[src/rtl/register_file.sv]
// Register file with registered read ports: one write port, two read ports, same-cycle
// write bypass, and stall hold / flush bubble on the outputs.
module register_file #(
  parameter int unsigned DATA_W = 32,
  parameter int unsigned ADDR_W = 5
) (
  input  logic              clk,
  input  logic              reset,
  input  logic              reg_write_in,
  input  logic [ADDR_W-1:0] rd_in,
  input  logic [DATA_W-1:0] wb_data_in,
  input  logic [ADDR_W-1:0] rs_addr,
  input  logic [ADDR_W-1:0] rt_addr,
  input  logic              stall,
  input  logic              flush,
  output logic [DATA_W-1:0] rs_data_out,
  output logic [DATA_W-1:0] rt_data_out,
  output logic [ADDR_W-1:0] rs_addr_out,
  output logic [ADDR_W-1:0] rt_addr_out
);

  localparam int unsigned DEPTH = 2 ** ADDR_W;

  logic [DATA_W-1:0] mem_q [DEPTH];
  logic [DATA_W-1:0] mem_d [DEPTH];

  logic [DATA_W-1:0] rs_data_q, rs_data_d;
  logic [DATA_W-1:0] rt_data_q, rt_data_d;
  logic [ADDR_W-1:0] rs_addr_q, rs_addr_d;
  logic [ADDR_W-1:0] rt_addr_q, rt_addr_d;

  logic              wr_ok;
  logic [DATA_W-1:0] rs_rd_val;
  logic [DATA_W-1:0] rt_rd_val;

  // Writes to index 0 are dropped, which also keeps index 0 out of the bypass.
  assign wr_ok = reg_write_in && (rd_in != '0);

  // Read values for the incoming indices, with the in-flight write forwarded.
  always_comb begin
    rs_rd_val = '0;
    rt_rd_val = '0;
    if (rs_addr != '0) begin
      rs_rd_val = (wr_ok && (rd_in == rs_addr)) ? wb_data_in : mem_q[rs_addr];
    end
    if (rt_addr != '0) begin
      rt_rd_val = (wr_ok && (rd_in == rt_addr)) ? wb_data_in : mem_q[rt_addr];
    end
  end

  // Next-state for storage and output latch; reset, then flush, then stall, then capture.
  always_comb begin
    mem_d     = mem_q;
    rs_data_d = rs_data_q;
    rt_data_d = rt_data_q;
    rs_addr_d = rs_addr_q;
    rt_addr_d = rt_addr_q;

    if (!reset) begin
      for (int i = 0; i < DEPTH; i++) begin
        mem_d[i] = '0;
      end
      rs_data_d = '0;
      rt_data_d = '0;
      rs_addr_d = '0;
      rt_addr_d = '0;
    end else begin
      if (wr_ok) begin
        mem_d[rd_in] = wb_data_in;
      end

      if (flush) begin
        rs_data_d = '0;
        rt_data_d = '0;
        rs_addr_d = '0;
        rt_addr_d = '0;
      end else if (stall) begin
        // Held operands pick up a write that targets the held index.
        if (wr_ok && (rd_in == rs_addr_q)) begin
          rs_data_d = wb_data_in;
        end
        if (wr_ok && (rd_in == rt_addr_q)) begin
          rt_data_d = wb_data_in;
        end
      end else begin
        rs_data_d = rs_rd_val;
        rt_data_d = rt_rd_val;
        rs_addr_d = rs_addr;
        rt_addr_d = rt_addr;
      end
    end
  end

  always_ff @(posedge clk) begin
    mem_q     <= mem_d;
    rs_data_q <= rs_data_d;
    rt_data_q <= rt_data_d;
    rs_addr_q <= rs_addr_d;
    rt_addr_q <= rt_addr_d;
  end

  assign rs_data_out = rs_data_q;
  assign rt_data_out = rt_data_q;
  assign rs_addr_out = rs_addr_q;
  assign rt_addr_out = rt_addr_q;

endmodule

[config.mk]
export PLATFORM = sky130hd
export DESIGN_NAME = register_file
export DESIGN_NICKNAME = d
export VERILOG_FILES = /design/src/rtl/register_file.sv
export SDC_FILE = /design/constraint.sdc
export NUM_CORES = 2
export LEC_CHECK = 0
export CORE_MARGIN = 2
export CORE_UTILIZATION = 30
export CTS_CLUSTER_SIZE = 40
export DETAILED_ROUTE_END_ITERATION = 7
export DONT_BUFFER_PORTS = 1
export MAX_ROUTING_LAYER = met4
export PLACE_DENSITY = 0.48
export SKIP_CTS_REPAIR_TIMING = 1
export SYNTH_ARGS = -nofsm -noshare
export SYNTH_HDL_FRONTEND = slang
export SYNTH_SLANG_ARGS = --single-unit
[constraint.sdc]
create_clock -name clk -period 4.6 [get_ports clk]
set_input_delay 1.15 -clock clk [delete_from_list [all_inputs] [get_ports clk]]
set_output_delay 1.15 -clock clk [all_outputs]
set_load 0.05 [all_outputs]
Word level (Yosys, flattened, before mapping)
Index checks and enable logic that the tools add are counted.
{"block": "word_totals", "output_inout_bits": 74, "word_cells": 77, "ff_bits": 1098, "in_bits": 52}
{"block": "op_classes", "bitwise": 4, "reduce_logical": 10, "mux": 17, "n_lt_le_gt_ge": 4, "n_eq_ne": 6}
{"op": "1024-bit bitwise mux", "n": 1}
{"op": "32-bit 2-to-1 mux", "n": 13}
{"op": "32-bit binary-select mux with 5-bit select", "n": 2}
{"op": "32-bit demux with 5-bit select", "n": 1}
{"op": "5-bit == test", "n": 4}
{"op": "6-bit greater-or-equal comparator (second input constant)", "n": 3}
{"op": "5-bit inverter with 6-bit output", "n": 3}
{"op": "5-bit nonzero test", "n": 3}
{"op": "1-bit logical AND", "n": 6}
{"op": "6-bit by 1-bit less-than comparator with 1-bit output (second input constant)", "n": 1}
{"op": "2-bit by 1-bit inequality test with 1-bit output (second input constant)", "n": 2}
{"op": "2-bit OR reduction", "n": 1}
{"op": "1-bit inverter", "n": 1}

Logic depth before layout (Yosys ltp)
{"block": "depth", "depth_word": 7, "ltp_mapped": 9}

Worst setup path before layout
OpenSTA, ideal clock, no wires.
{"block": "synth_timing", "path_kind": "in2reg", "startpoint": "input port rs_addr[0]", "endpoint": "register rs_data_q[0], in the netlist rs_data_out[0]", "setup_slack_ps": 1591, "arrival_time_ps": 2872, "setup_time_ps": 137, "required_time_ps": 4463, "cell_stages": 6, "cell_sequence": "clkbuf_1 -> buf_1 -> mux4_2 -> a22oi_1 -> a21o_1 -> o2111ai_1"}
{"block": "synth_via", "elab_chain_len": 7, "word_cells_on_any_way": 10, "classes_between": "eq/ne (1); mux (6); bitwise (1); reduce/logical (2)"}
{"item": "start, declared", "line_no": "12", "rtl": "input logic [ADDR_W-1:0] rs_addr,"}
{"item": "5-bit inverter with 6-bit output (implied by the code)", "line_no": "44", "rtl": "rs_rd_val = (wr_ok && (rd_in == rs_addr)) ? wb_data_in : mem_q[rs_addr];"}
{"item": "32-bit binary-select mux with 5-bit select", "line_no": "44"}
{"item": "32-bit 2-to-1 mux (implied by the code) (2 in a row)", "line_no": "44"}
{"item": "32-bit 2-to-1 mux", "line_no": "44"}
{"item": "32-bit 2-to-1 mux *", "line_no": "43", "rtl": "if (rs_addr != '0) begin"}
{"item": "32-bit 2-to-1 mux *", "line_no": "77", "rtl": "end else if (stall) begin"}
{"item": "end signal, assigned", "line_no": "96", "rtl": "rs_data_q <= rs_data_d;"}
{"item": "end, declared", "line_no": "27", "rtl": "logic [DATA_W-1:0] rs_data_q, rs_data_d;"}
Mark *: on every way between the ends. The rest lies on a longest branch, timed or not. The select of a mux whose other input is x is not followed.
A chain may end at the register's enable or synchronous reset.

Worst setup path after layout
{"block": "layout_timing", "startpoint": "input port reset", "endpoint": "register mem_q[175] in the netlist's numbering"}
{"item": "start, declared", "line_no": "8", "rtl": "input logic reset,"}
{"item": "end signal, assigned", "line_no": "95", "rtl": "mem_q <= mem_d;"}
{"item": "end, declared", "line_no": "24", "rtl": "logic [DATA_W-1:0] mem_q [DEPTH];"}
No word-level cell between the ends.

==> impl_metrics.py <==
metrics = {
    "run_status": {
        "status": "finished, violations left",
        "failed_checks": "slew limit",
    },
    "synthesis": {
        "synth_edf_count": 0,
        "ys_types": 33,
        "syn_area_sq_um": 56400,
        "syn_avg_cell_area_sq_um": 9.39,
        "synthArstFlopShare": 0,
        "yosys.area.top_type": "dfxtp_1",
        "synthFlopType": "dfxtp_1",
        "ys_seq_area_frac": 0.390,
        "synth_cells": 6005,
        "yosys-top-cells-area": "dfxtp_1, mux4_2, nand2_1",
        "synth_nets": 6057,
        "yosys_warnings": 0,
        "synth_seq_cells": 1098,
        "ys_top_cells_by_count": "nand2_1, dfxtp_1, a21boi_0",
        "synth_top_area_share": 0.390,
        "synth.most_common_cell": "nand2_1",
    },
    "clock_tree": {
        "cts_buffer_depth": 3,
        "clock_latency_ps": 770,
        "cts_buffers": 121,
        "htree_levels": 3,
        "cts.sinks": 1098,
        "cts_tree": "done",
        "clkTransAtPathRegs_ps": 60,
        "ctsRootBufferMaster": "clkbuf_16",
    },
    "detailed_routing": {
        "ant_nets": 0,
        "drt_first_iter_violations": 4491,
        "wirelength_um": 230000,
        "vias_per_cell": 5.58,
        "first_pass_iters": 5,
        "wl_per_cell_um": 28.1,
        "drc": 0,
        "vias": 45548,
    },
    "floorplan": {
        "fp.dieH_um": 438,
        "rows": 159,
        "fp.dieW_um": 438,
        "ios": 126,
        "initial_core_util": 0.301,
        "dieArea_sq_um": 191000,
        "core_area_sq_um": 187000,
    },
    "placed_design": {
        "place_area_sq_um": 58400,
        "hpwl_um": 130000,
        "routabilityCongestion": 0.905,
        "port_buffers": 0,
    },
    "worst_setup_path": {
        "crit_required_ps": 5270,
        "end_kind": "register",
        "start_kind": "primary input",
        "crit_fanout": 368,
        "critPathArrivalTime_ps": 4460,
        "crit_type": "in2reg",
    },
    "sta": {
        "max_slew_margin": -0.0255,
        "rsz0062_at_grt": "no",
        "slew_violations": 40,
        "fmax_mhz": 263,
        "period_needed_ps": 3800,
        "worst_pin_slew_ps": 1540,
        "final.setup_skew_ps": 38.0,
        "tns_ps": 0,
        "hold_viol_final": 0,
        "finalCritPeriodShare": 0.826,
        "finalSetupViolCount": 0,
    },
    "finish": {
        "nNetsFinal": 5628,
        "nFillCells": 18840,
        "final_design_area_no_fill_sq_um": 62400,
        "syn_to_final_growth_pct": 10.8,
        "drive_gt1_frac": 0.155,
    },
    "global_routing": {
        "grt_pass1_wl_um": 329000,
        "antenna_found_initial": 2,
        "grt_util_all_layers": 0.241,
        "grt_overflow": 0,
        "grt_max_degree": 1028,
        "grt_pass1_vias": 43526,
    },
    "power_and_ir_drop": {
        "power_uw": 20600,
        "ir_worst_vdd_mv": 0.353,
        "pwr_density_cell_nw_per_um2": 330,
        "power.leakage_uw": 0.0183,
    },
    "hold_path": {
        "hold_path.class": "reg2reg",
    },
    "job": {
        "drv_cap": 0,
    },
}
## path summary, 6_finish.rpt
check                                    start              end  slack (ps)  cells past startpoint
worst min register to register      mem_q[399]       mem_q[399]         470                      2
worst max register to register  rt_addr_out[3]  rt_data_out[14]        1950                      6
worst max-delay path                     reset       mem_q[175]         800                      4
worst min-delay path                mem_q[399]       mem_q[399]         470                      2
## cell usage in the layout, fill, tap and decap left out, types with 4 or more instances in the layout
cell       instances
nand2_1         2053
mux2i_1           74
bufinv_16          5
clkbuf_16        124
nor3b_1            4
mux4_2           512
xor2_1             4
buf_4             74
buf_12            19
a22oi_1          256
xnor2_1           16
o2111ai_1         64
dfxtp_1         1098
nor2_4            33
a21o_1           128
nand3b_1           4
clkbuf_8          32
clkbuf_1          29
nand2_2           31
a21boi_0         992
nor2_1            13
and2_1            33
clkinv_2          25
nand3_1            6
nor2b_4            4
nor4_1             4
## power by group
group	leakage (uW)	internal [uW]	switching [uW]
logic	0.00752	468	532
registers	0.00885	9580	76.1
clock network	0.00197	5690	4260
total	0.0183	15700	4870
## critical path, stage by stage
cell and delay, ps:
buf_16 800, buf_16 610, buf_16 890, a21boi_0 250
## cell type report
| type | instances | area, sq um | area share |
|---|---|---|---|
| Multi-Input combinational cell | 4259 | 32400 | 0.518 |
| Sequential cell | 1098 | 22000 | 0.352 |
| Clock buffer | 185 | 3650 | 0.0585 |
| Tap cell | 2495 | 3120 | 0.0500 |
| Timing Repair Buffer | 96 | 1020 | 0.0163 |
| Clock inverter | 33 | 308 | 0.00493 |
| Antenna cell | 3 | 7.51 | 0.000120 |
## kinds of logic (layout without fill, tap and decap cells)
logic type                count (synthesis)  after routing  share of synthesized area
AOI/OAI and AO/OA                      1447           1447                      0.194
xor gates and xnor gates                 20             20                    0.00311
buffers and inverters                   648            314                     0.0443
DFF                                    1098           1098                      0.390
muxes                                   586            586                      0.218
other                                     0              3                          0
and+or+nand+nor                        2206           2206                      0.151
## layer usage
metal / share of wire / vias up / GRT usage / routed length, um
met2: 0.46 / 1685 / 0.369 / 106000
met4: 0.043 / 0 / 0.0977 / 9810
met5: 0 / - / - / 0
met3: 0.070 / 413 / 0.0381 / 16200
met1: 0.43 / 23198 / 0.316 / 98300
li1: - / 20252 / - / -
## flip-flops by register name, summed over array words and instances, names as in the netlist
name	flops
rt_addr_out	5
mem_q	1024
rs_addr_out	5
rs_data_out	32
rt_data_out	32
## metrics by stage
step,hold WS (ps),setup WS [ps],std cells,utilization
4_1_cts,475,1760,8163,0.333
6_report,474,801,8169,0.334
3_5_place_dp,465,1190,7945,0.312
3_3_place_gp,455,1190,7945,0.312
2_1_floorplan,443,1590,6005,-
5_1_grt,497,643,8168,0.334
Power figures use the tool's default switching activity.
